$ cat config.mk
export PLATFORM = sky130hd
export DESIGN_NAME = dmi_access_sequencer
export DESIGN_NICKNAME = d
export VERILOG_FILES = /design/src/rtl/dm_pkg.sv /design/src/rtl/dmi_uart_pkg.sv /design/src/rtl/dmi_timeout_cnt.sv /design/src/rtl/dmi_access_sequencer.sv
export SDC_FILE = /design/constraint.sdc
export NUM_CORES = 1
export LEC_CHECK = 0
export BUFFER_PORTS_ARGS = -buffer_cell sky130_fd_sc_hd__buf_4
export CAP_MARGIN = 20
export CORE_AREA = 2 2 101 103
export CTS_CLUSTER_SIZE = 12
export DETAILED_ROUTE_END_ITERATION = 8
export DIE_AREA = 0 0 103 105
export PLACE_DENSITY_LB_ADDON = 0.12
export SYNTH_ARGS = -nofsm -noshare
export SYNTH_HDL_FRONTEND = slang
export SYNTH_HIERARCHICAL = 1
export SYNTH_SLANG_ARGS = --single-unit
export TNS_END_PERCENT = 30
$ cat constraint.sdc
create_clock -name clk_i -period 3.5 [get_ports clk_i]
set_input_delay 0.7 -clock clk_i [delete_from_list [all_inputs] [get_ports clk_i]]
set_output_delay 0.7 -clock clk_i [all_outputs]
set_load 0.02 [all_outputs]
$ cat src/rtl/dm_pkg.sv
// rtl/dm_pkg.sv - Debug Module DMI request/response types shared with the DM.
package dm;

  typedef enum logic [1:0] {
    DTM_NOP   = 2'h0,
    DTM_READ  = 2'h1,
    DTM_WRITE = 2'h2
  } dtm_op_e;

  typedef struct packed {
    logic [6:0]  addr;
    dtm_op_e     op;
    logic [31:0] data;
  } dmi_req_t;

  typedef struct packed {
    logic [31:0] data;
    logic [1:0]  resp;
  } dmi_resp_t;

endpackage

$ cat src/rtl/dmi_uart_pkg.sv
// rtl/dmi_uart_pkg.sv - Command ops, dmistat codes and sequencer states for the UART DMI bridge.
package dmi_uart_pkg;

  typedef enum logic [1:0] {
    CMD_NOP   = 2'd0,
    CMD_READ  = 2'd1,
    CMD_WRITE = 2'd2
  } cmd_op_e;

  localparam logic [1:0] DMISTAT_OK     = 2'd0;
  localparam logic [1:0] DMISTAT_FAILED = 2'd2;
  localparam logic [1:0] DMISTAT_BUSY   = 2'd3;

  typedef enum logic [2:0] {
    S_IDLE,
    S_REQ,
    S_WAIT_RESP,
    S_REPLY,
    S_HRST
  } seq_state_e;

  // DMI resp code 1 is reserved; it is reported as a plain failure.
  function automatic logic [1:0] resp_to_stat(input logic [1:0] resp);
    if (resp == 2'd0) return DMISTAT_OK;
    if (resp == 2'd3) return DMISTAT_BUSY;
    return DMISTAT_FAILED;
  endfunction

  function automatic logic [1:0] stat_max(input logic [1:0] a, input logic [1:0] b);
    return (a > b) ? a : b;
  endfunction

endpackage

$ cat src/rtl/dmi_timeout_cnt.sv
// rtl/dmi_timeout_cnt.sv - Loadable down-counter that pulses expired_o when it has run out.
module dmi_timeout_cnt #(
  parameter int unsigned W = 8
) (
  input  logic         clk_i,
  input  logic         rst_ni,
  input  logic         load_i,
  input  logic [W-1:0] load_val_i,
  input  logic         en_i,
  output logic         expired_o
);

  logic [W-1:0] cnt_d, cnt_q;

  always_comb begin
    cnt_d = cnt_q;
    if (load_i) begin
      cnt_d = load_val_i;
    end else if (en_i && (cnt_q != '0)) begin
      cnt_d = cnt_q - W'(1);
    end
  end

  assign expired_o = en_i && !load_i && (cnt_q == '0);

  always_ff @(posedge clk_i or negedge rst_ni) begin
    if (!rst_ni) begin
      cnt_q <= '0;
    end else begin
      cnt_q <= cnt_d;
    end
  end

endmodule

$ cat src/rtl/dmi_access_sequencer.sv
// rtl/dmi_access_sequencer.sv - Turns decoded UART commands into single DMI transactions and tracks dmistat.
module dmi_access_sequencer
  import dmi_uart_pkg::*;
#(
  parameter int unsigned ABITS       = 7,
  parameter int unsigned TIMEOUT     = 1024,
  parameter int unsigned HRST_CYCLES = 4
) (
  input  logic             clk_i,
  input  logic             rst_ni,
  input  logic             cmd_valid_i,
  output logic             cmd_ready_o,
  input  logic [1:0]       cmd_op_i,
  input  logic [ABITS-1:0] cmd_addr_i,
  input  logic [31:0]      cmd_data_i,
  output logic             rsp_valid_o,
  input  logic             rsp_ready_i,
  output logic [31:0]      rsp_data_o,
  output logic [1:0]       rsp_status_o,
  input  logic             dmireset_i,
  input  logic             dmihardreset_i,
  output logic [1:0]       dmistat_o,
  output logic             busy_o,
  output logic             dmi_rst_no,
  output dm::dmi_req_t     dmi_req_o,
  output logic             dmi_req_valid_o,
  input  logic             dmi_req_ready_i,
  input  dm::dmi_resp_t    dmi_resp_i,
  input  logic             dmi_resp_valid_i,
  output logic             dmi_resp_ready_o
);

  localparam int unsigned CMAX  = (TIMEOUT > HRST_CYCLES) ? TIMEOUT : HRST_CYCLES;
  localparam int unsigned CNT_W = (CMAX > 1) ? $clog2(CMAX) : 1;
  localparam logic [CNT_W-1:0] TO_LOAD   = CNT_W'((TIMEOUT > 0) ? TIMEOUT - 1 : 0);
  localparam logic [CNT_W-1:0] HRST_LOAD = CNT_W'((HRST_CYCLES > 0) ? HRST_CYCLES - 1 : 0);

  seq_state_e   state_d, state_q;
  dm::dmi_req_t req_d, req_q;
  logic         req_valid_d, req_valid_q;
  logic         resp_ready_d, resp_ready_q;
  logic         rsp_valid_d, rsp_valid_q;
  logic [31:0]  rsp_data_d, rsp_data_q;
  logic [1:0]   rsp_status_d, rsp_status_q;
  logic [1:0]   dmistat_d, dmistat_q;
  logic         rst_n_d, rst_n_q;

  logic             cnt_load, cnt_en, cnt_expired;
  logic [CNT_W-1:0] cnt_val;
  logic             err_set;
  logic [1:0]       err_val, stat_base;
  logic             cmd_is_rw;

  dmi_timeout_cnt #(
    .W (CNT_W)
  ) u_cnt (
    .clk_i      (clk_i),
    .rst_ni     (rst_ni),
    .load_i     (cnt_load),
    .load_val_i (cnt_val),
    .en_i       (cnt_en),
    .expired_o  (cnt_expired)
  );

  assign cmd_is_rw = (cmd_op_i == CMD_READ) || (cmd_op_i == CMD_WRITE);

  always_comb begin
    state_d      = state_q;
    req_d        = req_q;
    req_valid_d  = req_valid_q;
    rsp_valid_d  = rsp_valid_q;
    rsp_data_d   = rsp_data_q;
    rsp_status_d = rsp_status_q;
    rst_n_d      = 1'b1;
    cnt_load     = 1'b0;
    cnt_val      = TO_LOAD;
    cnt_en       = 1'b0;
    err_set      = 1'b0;
    err_val      = DMISTAT_OK;

    unique case (state_q)
      S_IDLE: begin
        if (cmd_valid_i) begin
          if (cmd_is_rw && (dmistat_q == DMISTAT_OK)) begin
            req_d.addr  = 7'(cmd_addr_i);
            req_d.op    = (cmd_op_i == CMD_READ) ? dm::DTM_READ : dm::DTM_WRITE;
            req_d.data  = (cmd_op_i == CMD_WRITE) ? cmd_data_i : 32'd0;
            req_valid_d = 1'b1;
            cnt_load    = 1'b1;
            state_d     = S_REQ;
          end else begin
            rsp_valid_d  = 1'b1;
            rsp_data_d   = 32'd0;
            rsp_status_d = dmistat_q;
            state_d      = S_REPLY;
          end
        end
      end
      S_REQ: begin
        cnt_en = (TIMEOUT != 0);
        if (cnt_expired) begin
          req_valid_d  = 1'b0;
          rsp_valid_d  = 1'b1;
          rsp_data_d   = 32'd0;
          rsp_status_d = DMISTAT_BUSY;
          err_set      = 1'b1;
          err_val      = DMISTAT_BUSY;
          state_d      = S_REPLY;
        end else if (dmi_req_ready_i) begin
          req_valid_d = 1'b0;
          state_d     = S_WAIT_RESP;
        end
      end
      S_WAIT_RESP: begin
        cnt_en = (TIMEOUT != 0);
        if (dmi_resp_valid_i) begin
          rsp_valid_d  = 1'b1;
          rsp_data_d   = (req_q.op == dm::DTM_READ) ? dmi_resp_i.data : 32'd0;
          rsp_status_d = resp_to_stat(dmi_resp_i.resp);
          err_set      = (dmi_resp_i.resp != 2'd0);
          err_val      = resp_to_stat(dmi_resp_i.resp);
          state_d      = S_REPLY;
        end else if (cnt_expired) begin
          rsp_valid_d  = 1'b1;
          rsp_data_d   = 32'd0;
          rsp_status_d = DMISTAT_BUSY;
          err_set      = 1'b1;
          err_val      = DMISTAT_BUSY;
          state_d      = S_REPLY;
        end
      end
      S_REPLY: begin
        if (rsp_ready_i) begin
          rsp_valid_d = 1'b0;
          state_d     = S_IDLE;
        end
      end
      S_HRST: begin
        cnt_en  = 1'b1;
        rst_n_d = 1'b0;
        if (cnt_expired) begin
          rst_n_d = 1'b1;
          state_d = S_IDLE;
        end
      end
      default: state_d = S_IDLE;
    endcase

    // A new error set in the same cycle as dmireset_i survives the clear.
    stat_base = dmireset_i ? DMISTAT_OK : dmistat_q;
    dmistat_d = err_set ? stat_max(stat_base, err_val) : stat_base;

    if (dmihardreset_i) begin
      state_d     = S_HRST;
      req_valid_d = 1'b0;
      rsp_valid_d = 1'b0;
      rst_n_d     = 1'b0;
      dmistat_d   = DMISTAT_OK;
      cnt_load    = 1'b1;
      cnt_val     = HRST_LOAD;
      cnt_en      = 1'b0;
    end

    // Late responses from a timed-out transaction are drained while idle.
    resp_ready_d = (state_d == S_IDLE) || (state_d == S_WAIT_RESP);
  end

  always_ff @(posedge clk_i or negedge rst_ni) begin
    if (!rst_ni) begin
      state_q      <= S_IDLE;
      req_q        <= '0;
      req_valid_q  <= 1'b0;
      resp_ready_q <= 1'b0;
      rsp_valid_q  <= 1'b0;
      rsp_data_q   <= 32'd0;
      rsp_status_q <= DMISTAT_OK;
      dmistat_q    <= DMISTAT_OK;
      rst_n_q      <= 1'b1;
    end else begin
      state_q      <= state_d;
      req_q        <= req_d;
      req_valid_q  <= req_valid_d;
      resp_ready_q <= resp_ready_d;
      rsp_valid_q  <= rsp_valid_d;
      rsp_data_q   <= rsp_data_d;
      rsp_status_q <= rsp_status_d;
      dmistat_q    <= dmistat_d;
      rst_n_q      <= rst_n_d;
    end
  end

  assign cmd_ready_o      = (state_q == S_IDLE) && !dmihardreset_i;
  assign busy_o           = (state_q != S_IDLE);
  assign dmi_req_o        = req_q;
  assign dmi_req_valid_o  = req_valid_q;
  assign dmi_resp_ready_o = resp_ready_q;
  assign rsp_valid_o      = rsp_valid_q;
  assign rsp_data_o       = rsp_data_q;
  assign rsp_status_o     = rsp_status_q;
  assign dmistat_o        = dmistat_q;
  assign dmi_rst_no       = rst_n_q;

endmodule

==> results of run 1 <==
==> state kept, by name, indices dropped and copies added (netlist names) <==
name,cells
dmi_req_o,41
rsp_data_o,32
u_cnt/cnt_q,10
state_q,3
dmistat_o,2
rsp_status_o,2
dmi_req_valid_o,1
dmi_resp_ready_o,1
dmi_rst_no,1
rsp_valid_o,1
==> power breakdown <==
part / total [mW] / internal (mW) / switching (mW)
Combinational: 0.333 / 0.166 / 0.168
Clock: 0.643 / 0.256 / 0.387
Sequential: 1.17 / 1.13 / 0.0398
Total: 2.15 / 1.56 / 0.595
==> layout by cell type (no fill, tap or decap), types with 7 or more instances in the layout <==
cell      count
nor2_1        8
inv_1        17
dfrtp_1      93
clkbuf_8      9
nand2_1      79
nor3_1        9
o21ai_1      37
a21oi_1       7
a22o_1       32
buf_4       175
==> per-layer routing <==
metal	wire length [um]	GRT usage
met1	4819	0.2721
met2	5034	0.3135
met3	681	0.03278
met4	189	0.08459
met5	0	0
==> cell type report <==
type,count,area [um^2],area share
sequential,94,2354,0.4065
multi-input combinational,264,1680,0.2903
timing repair buffer,177,1361,0.2351
tap,133,166.4,0.02874
clock buffer,10,127.6,0.02204
inverter,17,63.81,0.01102
clock inverter,5,36.28,0.006268
==> cells by family after synthesis <==
group	after synthesis	share of synthesized area
and+or+nand+nor	128	0.1439
AOI/OAI and AO/OA	111	0.1872
DFF	94	0.5617
buffers and inverters	42	0.04359
muxes	12	0.03434
adders and majority gates	6	0.01792
xor gates and xnor gates	5	0.01045
other	1	0.0008949
==> worst max-delay path by stage <==
stage                              end  slack, ns
after floorplan           dmistat_o[0]      0.008
after global placement    dmistat_o[0]       0.32
after detailed placement  dmistat_o[0]       0.24
after CTS                 dmistat_o[0]       0.37
after global routing      dmistat_o[0]        0.1
final                     dmistat_o[0]       0.35
==> critical path: stages (launching register included) <==
cell and delay, ns:
dfrtp_1 0.46, nor4_1 0.53, nand3_1 0.25, nor3_4 0.35, o21ai_1 0.21, a21o_1 0.23, ha_1 0.32, o22ai_1 0.16
mux2_2 0.35, a211oi_1 0.20
==> stage by stage <==
| step | cells | hold slack [ns] |
|---|---|---|
| after CTS | 699 | 0.4982 |
| after detailed placement | 684 | 0.4777 |
| after global placement | 683 | 0.4687 |
| after global routing | 700 | 0.3283 |
| after floorplan | 400 | 0.4044 |
| final | 700 | 0.3011 |
==> impl_metrics.json, run 1 <==
{
  "layout_min_cycle_time_ns": 3.149,
  "slew-limit-headroom": 0.5125,
  "fp.coreArea_um2": 9639,
  "synth_top_cell_area_share": 0.5554,
  "crit_type": "flop to flop",
  "drv_slew": 0,
  "reg2regPathDepth": 9,
  "p_total_mw": 2.150,
  "ys.flop_type": "dfrtp_1",
  "grt_pass1_wl_um": 16990,
  "final_net_count": 652,
  "syn_inst": 399,
  "drtIter0Drc": 190,
  "antennaDiodeCount": 0,
  "ys_seq_elements": 94,
  "die_y_um": 105,
  "grt_usage": 0.2000,
  "syn_to_final_growth_pct": 38.16,
  "fillerInstances": 845,
  "insertion_delay_ns": 0.37,
  "remaining_drc_errors": 0,
  "drive_gt1_frac": 0.3668,
  "finalWorstSetupSlack_ns": 0.3511,
  "clock_path_buffers": 2,
  "crit_start": "u_cnt/cnt_q[2]",
  "tightestPinTransition_ns": 0.7312,
  "postCtsSetupBuffers": 0,
  "worst_setup_path_start_kind": "flop",
  "postCtsHoldBufs": 0,
  "numCtsBuffers": 9,
  "fin_util": 0.6006,
  "r2r_end": "dmistat_o[0]",
  "path_max_fanout": 8,
  "route.detailed.wl_per_inst_um": 15.32,
  "boundaryPins": 166,
  "status": "finished clean",
  "dp_slack_ns": 0.2364,
  "hold_path.class": "input port to async pin",
  "cap_violations": 0,
  "synth.area.top_cells": "dfrtp_1, nand2_1, a22o_1, o21ai_1, ha_1",
  "fp-row-count": 36,
  "finClkSkew_ns": 0.01017,
  "ff2ff_setup_slack_ns": 0.35,
  "die_w_um": 103,
  "initial_utilization": 0.4347,
  "arrival_ns": 3.43,
  "grt_max_degree": 84,
  "end_kind": "flop",
  "synth.distinct_cells": 49,
  "clock-sinks": 94,
  "portBuffers": 165,
  "synth_common_cells": "dfrtp_1, nand2_1, o21ai_1",
  "h-tree-depth": 3,
  "cts_tree": "done",
  "viasPerCell": 5.059,
  "fin_crit_sh": 0.8997,
  "max_freq_mhz": 317.6,
  "grt_overflow": 0,
  "globalplace.congestion": 0.8054,
  "crit_required_ns": 3.78,
  "root_buffer": "clkbuf_8",
  "post_cts_resized": 0,
  "netlist_area_um2": 4190,
  "synth_edf_count": 0,
  "synth.most_common_cell": "dfrtp_1",
  "antenna_found_initial": 0,
  "die_area_um2": 10820,
  "rsz0062_at_grt": "no",
  "tns_ns": 0,
  "synth_top_area_cell": "dfrtp_1",
  "dr.pass1.iters": 4,
  "seq_area_frac_synth": 0.5617,
  "setup_viol": 0,
  "yosysWarnings": 6,
  "vias": 3541,
  "async_flop_share": 1.000,
  "dpl-instance-area_um2": 5605,
  "hold_viol": 0,
  "clkTransAtPathRegs_ns": 0.09,
  "grt_pass1_vias": 3442,
  "drt_wl_total_um": 10720,
  "powerDensity_nw_per_um2": 371.3,
  "p_leak_nw": 2.862,
  "regToRegStartpoint": "u_cnt/cnt_q[2]",
  "ir_drop_uv": 205.0,
  "avgSynthCellArea_um2": 10.50,
  "design_area_um2": 5789,
  "ant_nets": 0,
  "hpwl_um": 7725
}
(Power assumes the default switching activity.)
==> run 2: changes to the inputs <==
--- a/config.mk
+++ b/config.mk
@@ -12,6 +12,7 @@
 export DETAILED_ROUTE_END_ITERATION = 8
 export DIE_AREA = 0 0 103 105
 export PLACE_DENSITY_LB_ADDON = 0.12
+export RECOVER_POWER = 50
 export SYNTH_ARGS = -nofsm -noshare
 export SYNTH_HDL_FRONTEND = slang
 export SYNTH_HIERARCHICAL = 1
==> impl_metrics.json, run 2 (synthesis gave the netlist of run 1 again) <==
{
  "insertion_delay_ns": 0.37,
  "post_cts_resized": 0,
  "final_common_cell": "buf_4",
  "drt_wl_total_um": 10770,
  "arrival_ns": 3.42,
  "postCtsHoldBufs": 0,
  "tns_ns": 0,
  "vias": 3528,
  "antennaDiodeCount": 0,
  "hold_slack_ns": 0.4903,
  "clkPwrFrac": 0.300,
  "slew-limit-headroom": -0.5214,
  "fillerInstances": 893,
  "remaining_drc_errors": 0,
  "crit_required_ns": 3.78,
  "status": "complete, but fails checks",
  "die_area_um2": 10820,
  "finClkSkew_ns": 0.01255,
  "hpwl_um": 7725,
  "grt_pass1_wl_um": 16990,
  "drv_slew": 41,
  "powerDensity_nw_per_um2": 378.9,
  "final_cell_mix": "buf_4, dfrtp_1, nand2_1, clkbuf_1, o21ai_1",
  "dr.pass1.iters": 4,
  "combPwrFrac": 0.150,
  "fp-row-count": 36,
  "worst_setup_path_start_kind": "flop",
  "numCtsBuffers": 9,
  "ir_drop_uv": 204.9,
  "clock_path_buffers": 2,
  "cpPeakStageDelay_ns": 0.53,
  "path_max_fanout": 8,
  "layout_min_cycle_time_ns": 3.148,
  "ant_nets": 0,
  "violations": "max-capacitance violations, max-slew violations",
  "cts_tree": "done",
  "end_kind": "flop",
  "power_switching_share": 0.2773,
  "hold_viol": 0,
  "setup_viol": 0,
  "drtIter0Drc": 189,
  "crit_type": "flop to flop",
  "final_net_count": 652,
  "max_freq_mhz": 317.7,
  "grt_overflow": 0,
  "rsz0062_at_grt": "no",
  "fin_crit_sh": 0.8994,
  "h-tree-depth": 3,
  "internal-power_mw": 1.541,
  "slowest_stage": "nor4_1",
  "tightestPinTransition_ns": 2.282,
  "initial_utilization": 0.4347,
  "largest_register_ffs": 41,
  "switchingPower_uw": 591.3,
  "grt_usage": 0.2000,
  "grt_pass1_vias": 3442,
  "clkTransAtPathRegs_ns": 0.09,
  "syn_to_final_growth_pct": 34.31,
  "postCtsSetupBuffers": 0,
  "critical_path.top_delay_family": "simple AND/OR/NAND/NOR gates",
  "fp.coreArea_um2": 9639,
  "die_y_um": 105,
  "root_buffer": "clkbuf_8",
  "pwr-share-seq": 0.550,
  "clock-sinks": 94,
  "grt_max_degree": 84,
  "fin_util": 0.5839,
  "cp.buffers_inverters": 0,
  "ff2ff_setup_slack_ns": 0.35,
  "hold_path.class": "flop to flop",
  "antenna_found_initial": 0,
  "die_w_um": 103,
  "drive_gt1_frac": 0.2910,
  "viasPerCell": 5.040,
  "route.detailed.wl_per_inst_um": 15.38,
  "p_leak_nw": 2.681,
  "portBuffers": 165,
  "globalplace.congestion": 0.8054,
  "boundaryPins": 166,
  "cp_cell_sequence": "nor4_1 -> nand3_1 -> nor3_4 -> o21ai_1 -> a21o_1 -> ha_1 -> o22ai_1 -> mux2_2 -> a211oi_1",
  "cap_violations": 1
}
## run 2: cell types whose count changed in the layout (fill, tap and decap cells not counted)
| cell | delta |
|---|---|
| buf_4 | -43 |
| clkbuf_1 | +43 |
## run 2: worst paths after layout
kind                                       end            from  cells past startpoint
worst min register to register   dmi_req_o[29]   dmi_req_o[29]                      2
worst max register to register    dmistat_o[0]  u_cnt/cnt_q[2]                      9
worst max-delay path              dmistat_o[0]  u_cnt/cnt_q[2]                      9
max in group asynchronous       rsp_data_o[21]          rst_ni                      3
worst min-delay path             dmi_req_o[29]   dmi_req_o[29]                      2
min in group asynchronous        dmi_req_o[16]          rst_ni                      1
## run 2: through the flow
stage               power (mW)  area [um^2]  cells  setup slack (ns)
floorplan                1.338         4210    400          0.008343
global placement         1.516         5578    683            0.3233
detailed placement       1.528         5605    684            0.2364
CTS                      2.174         5769    699            0.3715
global route             2.249         5628    700           0.09769
finish                   2.132         5628    700            0.3520
## run 2: power by group through the flow
stage                     registers (mW)  logic [mW]  clock network, mW
after global routing                1.18       0.353              0.714
after global placement              1.19       0.325                  0
after CTS                           1.17       0.334              0.667
after floorplan                     1.23       0.107                  0
final                               1.17       0.319              0.640
after detailed placement            1.19       0.333                  0
## run 2: worst min-delay path, cell delays in order, from the launching register on
cell and delay, ns:
dfrtp_1 0.35, nand2_1 0.05, o21ai_1 0.06
## run 2: layout make-up
cell class / count / area, um^2 / area share
sequential: 94 / 2354 / 0.4182
multi-input combinational: 264 / 1680 / 0.2986
timing repair buffer: 177 / 1200 / 0.2132
tap: 133 / 166.4 / 0.02957
clock buffer: 10 / 127.6 / 0.02268
inverter: 17 / 63.81 / 0.01134
clock inverter: 5 / 36.28 / 0.006447
## run 2: metal layers
metal,share of wire,GRT usage
met2,0.46,0.3135
met5,0,0
met4,0.019,0.08459
met1,0.46,0.2721
met3,0.058,0.03278
